`config.mk`:
```
export PLATFORM = sky130hd
export DESIGN_NAME = uart_mouse_tracker
export DESIGN_NICKNAME = d
export VERILOG_FILES = /design/src/rtl/uart_mouse_tracker.sv
export SDC_FILE = /design/constraint.sdc
export NUM_CORES = 1
export LEC_CHECK = 0
export ABC_AREA = 1
export BUFFER_PORTS_ARGS = -buffer_cell sky130_fd_sc_hd__buf_2
export CELL_PAD_IN_SITES_DETAIL_PLACEMENT = 1
export CELL_PAD_IN_SITES_GLOBAL_PLACEMENT = 1
export CORE_MARGIN = 3
export CORE_UTILIZATION = 41
export CTS_BUF_LIST = sky130_fd_sc_hd__clkbuf_8
export CTS_CLUSTER_SIZE = 14
export DETAILED_ROUTE_END_ITERATION = 8
export PLACE_DENSITY = 0.9
export SETUP_SLACK_MARGIN = 0.4
export SYNTH_ARGS = -nofsm -noshare
export SYNTH_HDL_FRONTEND = slang
export SYNTH_SLANG_ARGS = --single-unit
export TNS_END_PERCENT = 100
```
`constraint.sdc`:
```
create_clock -name clk -period 2 [get_ports clk]
set_input_delay 0.1 -clock clk [delete_from_list [all_inputs] [get_ports clk]]
set_output_delay 0.1 -clock clk [all_outputs]
set_load 0.05 [all_outputs]
```
`src/rtl/uart_mouse_tracker.sv`:
```
// Mouse packet receiver: decodes SYNC-framed packets from the UART RX byte stream into a clamped cursor.
// Build option: define MOUSE_CHECKSUM_EN to expect a 7th XOR checksum byte after the buttons byte.
module uart_mouse_tracker #(
  parameter int unsigned FREQ_HZ     = 27000000,
  parameter int unsigned TIMEOUT_US  = 2000,
  parameter logic [7:0]  SYNC_BYTE   = 8'hAA,
  parameter int unsigned POS_W       = 11,
  parameter int unsigned X_MAX       = 639,
  parameter int unsigned Y_MAX       = 479,
  parameter int unsigned DELTA_SHIFT = 0
) (
  input  logic             clk,
  input  logic             rst_n,
  input  logic [7:0]       rx_data,
  input  logic             rx_avail,
  output logic             rx_ack,
  input  logic             center,
  output logic [POS_W-1:0] pos_x,
  output logic [POS_W-1:0] pos_y,
  output logic [2:0]       buttons,
  output logic [2:0]       btn_press,
  output logic [2:0]       btn_release,
  output logic             pkt_valid,
  output logic             pkt_error,
  output logic [15:0]      pkt_count
);

  localparam int unsigned TMO_LIMIT = FREQ_HZ / 1000000 * TIMEOUT_US;
  localparam int unsigned TMO_W     = $clog2(TMO_LIMIT + 1);
  localparam int unsigned SW        = POS_W + 5;

  localparam logic [POS_W-1:0]     X_RST   = POS_W'(X_MAX / 2);
  localparam logic [POS_W-1:0]     Y_RST   = POS_W'(Y_MAX / 2);
  localparam logic signed [SW-1:0] X_MAX_S = SW'(X_MAX);
  localparam logic signed [SW-1:0] Y_MAX_S = SW'(Y_MAX);

  typedef enum logic [2:0] {
    ST_SYNC  = 3'd0,
    ST_XL    = 3'd1,
    ST_XH    = 3'd2,
    ST_YL    = 3'd3,
    ST_YH    = 3'd4,
    ST_BTN   = 3'd5,
    ST_CHK   = 3'd6,
    ST_APPLY = 3'd7
  } state_e;

  state_e state_q, state_d;

  logic [7:0]       byte_q, byte_d;
  logic             rx_ack_q, rx_ack_d;
  logic [TMO_W-1:0] tmo_q, tmo_d;
  logic [7:0]       xl_q, xl_d, yl_q, yl_d;
  logic             xh_q, xh_d, yh_q, yh_d;
  logic [2:0]       btn_q, btn_d;
  logic [POS_W-1:0] pos_x_q, pos_x_d, pos_y_q, pos_y_d;
  logic [2:0]       buttons_q, buttons_d;
  logic [2:0]       btn_press_q, btn_press_d;
  logic [2:0]       btn_release_q, btn_release_d;
  logic             pkt_valid_q, pkt_valid_d;
  logic             pkt_error_q, pkt_error_d;
  logic [15:0]      pkt_count_q, pkt_count_d;

  logic                 take_s;
  logic                 tmo_hit_s;
  logic                 tmo_s;
  logic                 frame_err_s;
  logic                 sum_err_s;
  logic signed [SW-1:0] dx_s, dy_s, nx_s, ny_s;

  function automatic logic [POS_W-1:0] clamp_pos(input logic signed [SW-1:0] v,
                                                 input logic signed [SW-1:0] vmax);
    logic [POS_W-1:0] r;
    if (v[SW-1]) begin
      r = {POS_W{1'b0}};
    end else if (v > vmax) begin
      r = vmax[POS_W-1:0];
    end else begin
      r = v[POS_W-1:0];
    end
    return r;
  endfunction

`ifdef MOUSE_CHECKSUM_EN
  // XH/YH/BTN were framing-checked, so their upper bits are known zero.
  function automatic logic [7:0] pkt_checksum(input logic [7:0] xl, input logic xh,
                                              input logic [7:0] yl, input logic yh,
                                              input logic [2:0] btn);
    return xl ^ {7'd0, xh} ^ yl ^ {7'd0, yh} ^ {5'd0, btn};
  endfunction
`endif

  assign rx_ack      = rx_ack_q;
  assign pos_x       = pos_x_q;
  assign pos_y       = pos_y_q;
  assign buttons     = buttons_q;
  assign btn_press   = btn_press_q;
  assign btn_release = btn_release_q;
  assign pkt_valid   = pkt_valid_q;
  assign pkt_error   = pkt_error_q;
  assign pkt_count   = pkt_count_q;

  // Handshake: latch the byte when offered outside an ack cycle; it is decoded during the ack cycle.
  always_comb begin
    take_s   = rx_avail & ~rx_ack_q;
    rx_ack_d = take_s;
    if (take_s) begin
      byte_d = rx_data;
    end else begin
      byte_d = byte_q;
    end
    if ((state_q == ST_SYNC) || rx_ack_q) begin
      tmo_d = {TMO_W{1'b0}};
    end else begin
      tmo_d = tmo_q + 1'b1;
    end
    tmo_hit_s = (tmo_q == TMO_W'(TMO_LIMIT - 1));
  end

  // State register.
  always_ff @(posedge clk or negedge rst_n) begin
    if (!rst_n) begin
      state_q <= ST_SYNC;
    end else begin
      state_q <= state_d;
    end
  end

  // Next state: a decoded byte always takes priority over the inter-byte timeout.
  always_comb begin
    state_d     = state_q;
    tmo_s       = 1'b0;
    frame_err_s = 1'b0;
    sum_err_s   = 1'b0;
    case (state_q)
      ST_SYNC: begin
        if (rx_ack_q && (byte_q == SYNC_BYTE)) begin
          state_d = ST_XL;
        end else begin
          state_d = ST_SYNC;
        end
      end
      ST_XL, ST_YL: begin
        if (rx_ack_q) begin
          state_d = (state_q == ST_XL) ? ST_XH : ST_YH;
        end else if (tmo_hit_s) begin
          tmo_s   = 1'b1;
          state_d = ST_SYNC;
        end else begin
          state_d = state_q;
        end
      end
      ST_XH, ST_YH: begin
        if (rx_ack_q) begin
          if (byte_q[7:1] != 7'd0) begin
            frame_err_s = 1'b1;
            state_d     = ST_SYNC;
          end else begin
            state_d = (state_q == ST_XH) ? ST_YL : ST_BTN;
          end
        end else if (tmo_hit_s) begin
          tmo_s   = 1'b1;
          state_d = ST_SYNC;
        end else begin
          state_d = state_q;
        end
      end
      ST_BTN: begin
        if (rx_ack_q) begin
          if (byte_q[7:3] != 5'd0) begin
            frame_err_s = 1'b1;
            state_d     = ST_SYNC;
          end else begin
`ifdef MOUSE_CHECKSUM_EN
            state_d = ST_CHK;
`else
            state_d = ST_APPLY;
`endif
          end
        end else if (tmo_hit_s) begin
          tmo_s   = 1'b1;
          state_d = ST_SYNC;
        end else begin
          state_d = ST_BTN;
        end
      end
`ifdef MOUSE_CHECKSUM_EN
      ST_CHK: begin
        if (rx_ack_q) begin
          if (byte_q != pkt_checksum(xl_q, xh_q, yl_q, yh_q, btn_q)) begin
            sum_err_s = 1'b1;
            state_d   = ST_SYNC;
          end else begin
            state_d = ST_APPLY;
          end
        end else if (tmo_hit_s) begin
          tmo_s   = 1'b1;
          state_d = ST_SYNC;
        end else begin
          state_d = ST_CHK;
        end
      end
`endif
      ST_APPLY: state_d = ST_SYNC;
      default:  state_d = ST_SYNC;
    endcase
  end

  // Field capture from decoded bytes.
  always_comb begin
    xl_d  = xl_q;
    xh_d  = xh_q;
    yl_d  = yl_q;
    yh_d  = yh_q;
    btn_d = btn_q;
    if (rx_ack_q) begin
      case (state_q)
        ST_XL:   xl_d  = byte_q;
        ST_XH:   xh_d  = byte_q[0];
        ST_YL:   yl_d  = byte_q;
        ST_YH:   yh_d  = byte_q[0];
        ST_BTN:  btn_d = byte_q[2:0];
        default: xl_d  = xl_q;
      endcase
    end else begin
      xl_d = xl_q;
    end
  end

  // Outputs: APPLY integrates the deltas (screen Y grows downward); center overrides position only.
  always_comb begin
    dx_s = {{(SW-9){xh_q}}, xh_q, xl_q} <<< DELTA_SHIFT;
    dy_s = {{(SW-9){yh_q}}, yh_q, yl_q} <<< DELTA_SHIFT;
    nx_s = $signed({5'd0, pos_x_q}) + dx_s;
    ny_s = $signed({5'd0, pos_y_q}) - dy_s;

    pos_x_d       = pos_x_q;
    pos_y_d       = pos_y_q;
    buttons_d     = buttons_q;
    btn_press_d   = 3'd0;
    btn_release_d = 3'd0;
    pkt_valid_d   = 1'b0;
    pkt_count_d   = pkt_count_q;
    pkt_error_d   = tmo_s | frame_err_s | sum_err_s;

    if (state_q == ST_APPLY) begin
      pos_x_d       = clamp_pos(nx_s, X_MAX_S);
      pos_y_d       = clamp_pos(ny_s, Y_MAX_S);
      buttons_d     = btn_q;
      btn_press_d   = btn_q & ~buttons_q;
      btn_release_d = ~btn_q & buttons_q;
      pkt_valid_d   = 1'b1;
      pkt_count_d   = pkt_count_q + 16'd1;
    end else begin
      pkt_valid_d = 1'b0;
    end

    if (center) begin
      pos_x_d = X_RST;
      pos_y_d = Y_RST;
    end else begin
      pos_y_d = pos_y_d;
    end
  end

  // Datapath and output registers.
  always_ff @(posedge clk or negedge rst_n) begin
    if (!rst_n) begin
      byte_q        <= 8'd0;
      rx_ack_q      <= 1'b0;
      tmo_q         <= {TMO_W{1'b0}};
      xl_q          <= 8'd0;
      xh_q          <= 1'b0;
      yl_q          <= 8'd0;
      yh_q          <= 1'b0;
      btn_q         <= 3'd0;
      pos_x_q       <= X_RST;
      pos_y_q       <= Y_RST;
      buttons_q     <= 3'd0;
      btn_press_q   <= 3'd0;
      btn_release_q <= 3'd0;
      pkt_valid_q   <= 1'b0;
      pkt_error_q   <= 1'b0;
      pkt_count_q   <= 16'd0;
    end else begin
      byte_q        <= byte_d;
      rx_ack_q      <= rx_ack_d;
      tmo_q         <= tmo_d;
      xl_q          <= xl_d;
      xh_q          <= xh_d;
      yl_q          <= yl_d;
      yh_q          <= yh_d;
      btn_q         <= btn_d;
      pos_x_q       <= pos_x_d;
      pos_y_q       <= pos_y_d;
      buttons_q     <= buttons_d;
      btn_press_q   <= btn_press_d;
      btn_release_q <= btn_release_d;
      pkt_valid_q   <= pkt_valid_d;
      pkt_error_q   <= pkt_error_d;
      pkt_count_q   <= pkt_count_d;
    end
  end

endmodule

```
Word level (Yosys, flattened, before mapping)
Index checks and enable logic that the tools add are counted.

Register bits after elaboration: 98. Input bits: 12. Output and inout port bits: 50. Word-level logic and storage cells: 83.

Add/subtract/negate cells: 4. Magnitude comparators: 2. Eq/ne operators: 8. Mux-type cells: 31. Bitwise gates (word level): 7. Reductions and logical operators: 14.

Operator list (count): 11-bit 2-to-1 mux (8); 3-bit 2-to-1 mux (11); 16-bit by 1-bit adder with 16-bit output, second input constant (2); 16-bit == test, second input constant (1); 16-bit 2-to-1 mux (1); 12-bit by 9-bit adder with 13-bit output (1); 13-bit by 10-bit greater-than comparator with 1-bit output, second input constant (1); 13-bit by 11-bit greater-than comparator with 1-bit output, second input constant (1); 12-bit by 9-bit subtractor with 13-bit output (1); 3-bit case mux with 4 select lines (1); 2-bit AND reduction (5); 3-bit == test, second input constant (3); 1-bit 2-to-1 mux (9); 8-bit == test, second input constant (1); 7-bit nonzero test (1); 3-bit AND (2); 3-bit by 2-bit == test with 1-bit output, second input constant (2); 3-bit inverter (2); 5-bit nonzero test (1); 5-bit OR reduction (1); 2-bit OR reduction (2); 3-bit by 1-bit == test with 1-bit output, second input constant (1); 3-bit zero test (1); 1-bit case mux with 2 select lines (1); other kinds (6) (6).

Longest topological paths before layout
Word-level depth: 6. Depth in mapped cells: 16. Gate-level depth less buffers: 16.

Worst setup path after synthesis
Ideal clock, no wire load.

Kind: reg-to-reg. Start point: register pos_y_q[0], in the netlist pos_y[0]. End point: register pos_y_q[0], in the netlist pos_y[0]. Setup time: 0.073 ns. Arrival time: 2.374 ns. Data required time: 1.927 ns. Slack: -0.447 ns. Stages on the path, launching flop included: 15. Path buffers: 0. Period minus slack after synthesis: 2.447 ns. Cells stage by stage: dfstp_2 > inv_1 > ha_1 > fa_1 > inv_1 > nand2_1 > nand2_1 > nand3_1 > nand2_1 > nand3_1 > nand3_1 > nand2_1 > inv_1 > nand2_1 > a21oi_1.

Longest elaborated chain between the ends: 6.

RTL lines: start, declared (line 56) `logic [POS_W-1:0] pos_x_q, pos_x_d, pos_y_q, pos_y_d;`; start signal, assigned (line 295) `pos_y_q <= pos_y_d;`; 12-bit by 9-bit subtractor with 13-bit output (*) (line 235) `ny_s = $signed({5'd0, pos_y_q}) - dy_s;`; 13-bit by 10-bit greater-than comparator with 1-bit output (line 76) `end else if (v > vmax) begin`; 11-bit 2-to-1 mux (line 76); 11-bit 2-to-1 mux (*) (line 74) `if (v[SW-1]) begin`; 11-bit 2-to-1 mux (*) (line 246) `if (state_q == ST_APPLY) begin`; 11-bit 2-to-1 mux (*) (line 258) `if (center) begin`.

Every way passes the cells marked *; elsewhere a longest branch is shown, timed or not. The select of a mux whose other input is x is not followed. A chain may end at the register's enable or synchronous reset.

Worst setup path after layout
Start point: register pos_x_q[0], in the netlist pos_x[0]. End point: register pos_x_q[6], in the netlist pos_x[6].

Longest elaborated chain between the ends: 6.

RTL lines: start, declared (line 56); start signal, assigned (line 294) `pos_x_q <= pos_x_d;`; 12-bit by 9-bit adder with 13-bit output (*) (line 234) `nx_s = $signed({5'd0, pos_x_q}) + dx_s;`; 13-bit by 11-bit greater-than comparator with 1-bit output (line 76); 11-bit 2-to-1 mux (line 76); 11-bit 2-to-1 mux (*) (line 74); 11-bit 2-to-1 mux (*) (line 246); 11-bit 2-to-1 mux (*) (line 258).

Marked as above.

==> flow_summary_export.csv <==
group,metric,value,unit
critical_path,startpoint,"pos_x[0]",
power,p_per_area,660,mW/mm^2
route,ant_nets,0,
final_layout,area_delta_synth_final,37.2,%
clocking,ctsLongestPathBuffers,2,
global_route,grt_usage,0.247,
synth,synth_cells,711,
min_path,hp-class,"input port to flip-flop",
sta,fmax,423,MHz
synth,synth_area_leaders,"dfrtp_1 (38%), nand2_1 (12%), inv_1 (7.4%)",
critical_path,required,2.28,ns
route,drt_first_iter_violations,311,
synth,synth.distinct_cells,36,
critical_path,r2r_slack,-0.36,ns
critical_path,endpoint,"pos_x[6]",
sta,slew_viol_final,0,
floorplan,fp-row-count,41,
critical_path,crit_fanout,5,
sta,min_period,2.36,ns
final_layout,drive_gt1_frac,0.350,
final_layout,post-route-util,0.590,
synth,syn_area,0.00556,mm^2
route,drc_errors,0,
sta,rsz0062_at_grt,"yes",
final_layout,nNetsFinal,921,
sta,fin_ws,-0.364,ns
synth,netlist.area_leader.share,0.378,
global_route,grt_first_pass_wirelength,29300,um
clocking,cts_buffers,9,
synth,syn-num-nets,751,
critical_path,crit_type,"flip-flop to flip-flop",
final_layout,diodes,0,
clocking,clkSlewWorstSetupHoldPaths,0.10,ns
global_route,grt_pass1_vias,5952,
critical_path,cp_slowest_stage_delay,0.57,ns
clocking,htreeDepth,3,
route,routed_wl,20700,um
run_status,violations,"setup timing",
sta,finalSetupViolCount,19,
global_route,antenna_found_initial,0,
sta,finalCritPeriodShare,1.18,
clocking,cts_tree,"built",
critical_path,cp_data_arrival_time,2.65,ns
synth,yosysWarnings,0,
power,leakagePower,3.83,nW
synth,postSynthAreaPerCell,7.82,um^2
power,irDropWorstVdd,456,uV
clocking,cts_root_buffer,"clkbuf_8",
synth,yosysTopAreaCell,"dfrtp_1",
floorplan,initial_core_util,0.430,
critical_path,critPathLaunchType,"flip-flop",
critical_path,path_cells,"ha_4, inv_2, fa_2, inv_2, buf_4, nand3_1, nand4_1, nand2_1, nor2_2, nand2_4, o21ai_2, nand2_1",
run_status,status,"complete, but fails checks",
critical_path,regToRegStartpoint,"pos_x[0]",
placement,dp_hpwl,13100,um
sta,worst_pin_slew,0.585,ns
synth,ys_seq_area_frac,0.444,
flow_run,drv_cap,0,
synth,synth-seq-cells,98,
clocking,clock_latency,0.39,ns
route,first_pass_iters,5,
floorplan,boundaryPins,62,
critical_path,rr_worst_depth,12,
placement,gp_congestion,0.866,
power,power,0.00504,W
sta,fin_skew,0.00997,ns
clocking,cts.sinks,98,
floorplan,coreArea,0.0129,mm^2
sta,relSlewSlack,0.610,
route,viasPerCell,5.43,
critical_path,r2r_end,"pos_x[6]",
critical_path,slowest_stage,"dfstp_2",
floorplan,die_area,0.0150,mm^2
route,wire_per_inst,19.6,um
critical_path,critPathCaptureType,"flip-flop",
min_path,min_from,"center",
placement,place_ws,-0.404,ns
floorplan,chipHeight,122,um
route,vias,5746,
global_route,grt_max_degree,43,
sta,final-hold-violation-count,0,
global_route,overflow,0,
floorplan,die_x,122,um
placement,port_buffers,61,
cell usage after synthesis:
| library cell | instances |
|---|---|
| nand2_4 | 1 |
| nor4_1 | 4 |
| nand3b_1 | 4 |
| a21oi_1 | 35 |
| clkbuf_1 | 3 |
| a31oi_1 | 2 |
| o21ai_0 | 55 |
| buf_2 | 3 |
| nor2_2 | 1 |
| inv_4 | 1 |
| ha_1 | 26 |
| nand3_4 | 2 |
| xnor2_1 | 15 |
| or2_2 | 1 |
| xor2_1 | 11 |
| clkinv_1 | 3 |
| and3_1 | 1 |
| o21a_1 | 1 |
| nor2_1 | 69 |
| a32oi_1 | 1 |
| inv_1 | 109 |
| dfstp_2 | 14 |
| nor3b_1 | 1 |
| nor2_8 | 1 |
| nand4_1 | 13 |
| nor3_1 | 16 |
| o21ai_1 | 1 |
| nand3_2 | 2 |
| nor2_4 | 6 |
| inv_2 | 1 |
| nand2_1 | 175 |
| nor3_2 | 1 |
| fa_1 | 2 |
| dfrtp_1 | 84 |
| o21bai_1 | 2 |
| nand3_1 | 44 |
routing by layer:
metal	up-vias	GRT usage	share of wire
met5	-	0	0
met4	0	0.0637	0.026
met2	168	0.462	0.54
met1	2924	0.291	0.39
met3	46	0.0419	0.042
li1	2608	-	-
cell families after synthesis:
family,count (synthesis),synth area share
buffers and inverters,120,0.0821
AO/OA/AOI/OAI,97,0.0898
XOR/XNOR,26,0.0409
flip-flops,98,0.444
adder cells (fa/ha/maj),28,0.0657
AND/OR/NAND/NOR,342,0.277
repair_timing:
item,CTS,global route
setup buffers,17,24
endpoints found under the setup margin,38,60
gates cloned,0,2
hold buffers,9,0
gates resized for setup,41,77
endpoints found under the hold margin,42,0
pin swaps,17,33
state kept, by name (all words and copies together), names as in the netlist, 3 cells and up:
| name | count |
|---|---|
| btn_press | 3 |
| pos_x | 11 |
| state_q | 3 |
| yl_q | 8 |
| tmo_q | 16 |
| btn_q | 3 |
| byte_q | 8 |
| xl_q | 8 |
| buttons | 3 |
| pos_y | 11 |
| btn_release | 3 |
| pkt_count | 16 |
final cells by class:
class,instances,area (um^2)
multi-input combinational,494,3150
tap,172,215
timing repair buffer,163,1130
sequential,98,2480
inverter,114,443
clock buffer,9,124
timing repair inverter,1,7.51
fill,1585,5300
clock inverter,7,83.8
cell usage in the layout (no fill, tap or decap), drive strengths merged, types with 15 or more instances in the layout:
| cell type | count |
|---|---|
| nand2 | 177 |
| buf | 154 |
| inv | 116 |
| dfrtp | 84 |
| nor2 | 77 |
| o21ai | 56 |
| nand3 | 48 |
| a21oi | 35 |
| ha | 26 |
| nor3 | 17 |
| xnor2 | 15 |
worst min path at each step:
stage	endpoint	cells after the start
final	pos_y[5]	3
after global routing	pos_x[8]	3
after CTS	pos_x[8]	3
after detailed placement	tmo_q[8]	1
after global placement	tmo_q[8]	1
after floorplan	btn_press[0]	0
critical path: cells and delay by family (launching register included):
kind	cells	cell delay [ns]
compound gates	1	0.15
fa+ha+maj	2	0.53
buf+inv	3	0.24
flops	1	0.57
simple gates	6	0.77
power by group:
part	total [W]	internal, W	switching (W)
registers	0.00213	0.00207	0.0000584
clock network	0.00140	0.000603	0.000800
logic	0.00151	0.000548	0.000958
through the flow:
stage	std cells	instance area (um^2)	setup TNS, ns	hold slack [ns]
floorplan	711	5690	-4.60	-0.196
global placement	990	6590	-2.97	0.124
detailed placement	990	6590	-5.83	0.132
CTS	1032	7190	-4.11	0.00181
global route	1058	7630	-7.93	0.0429
finish	1058	7630	-5.53	0.0531
No activity file was read; power rests on OpenSTA's default activity.
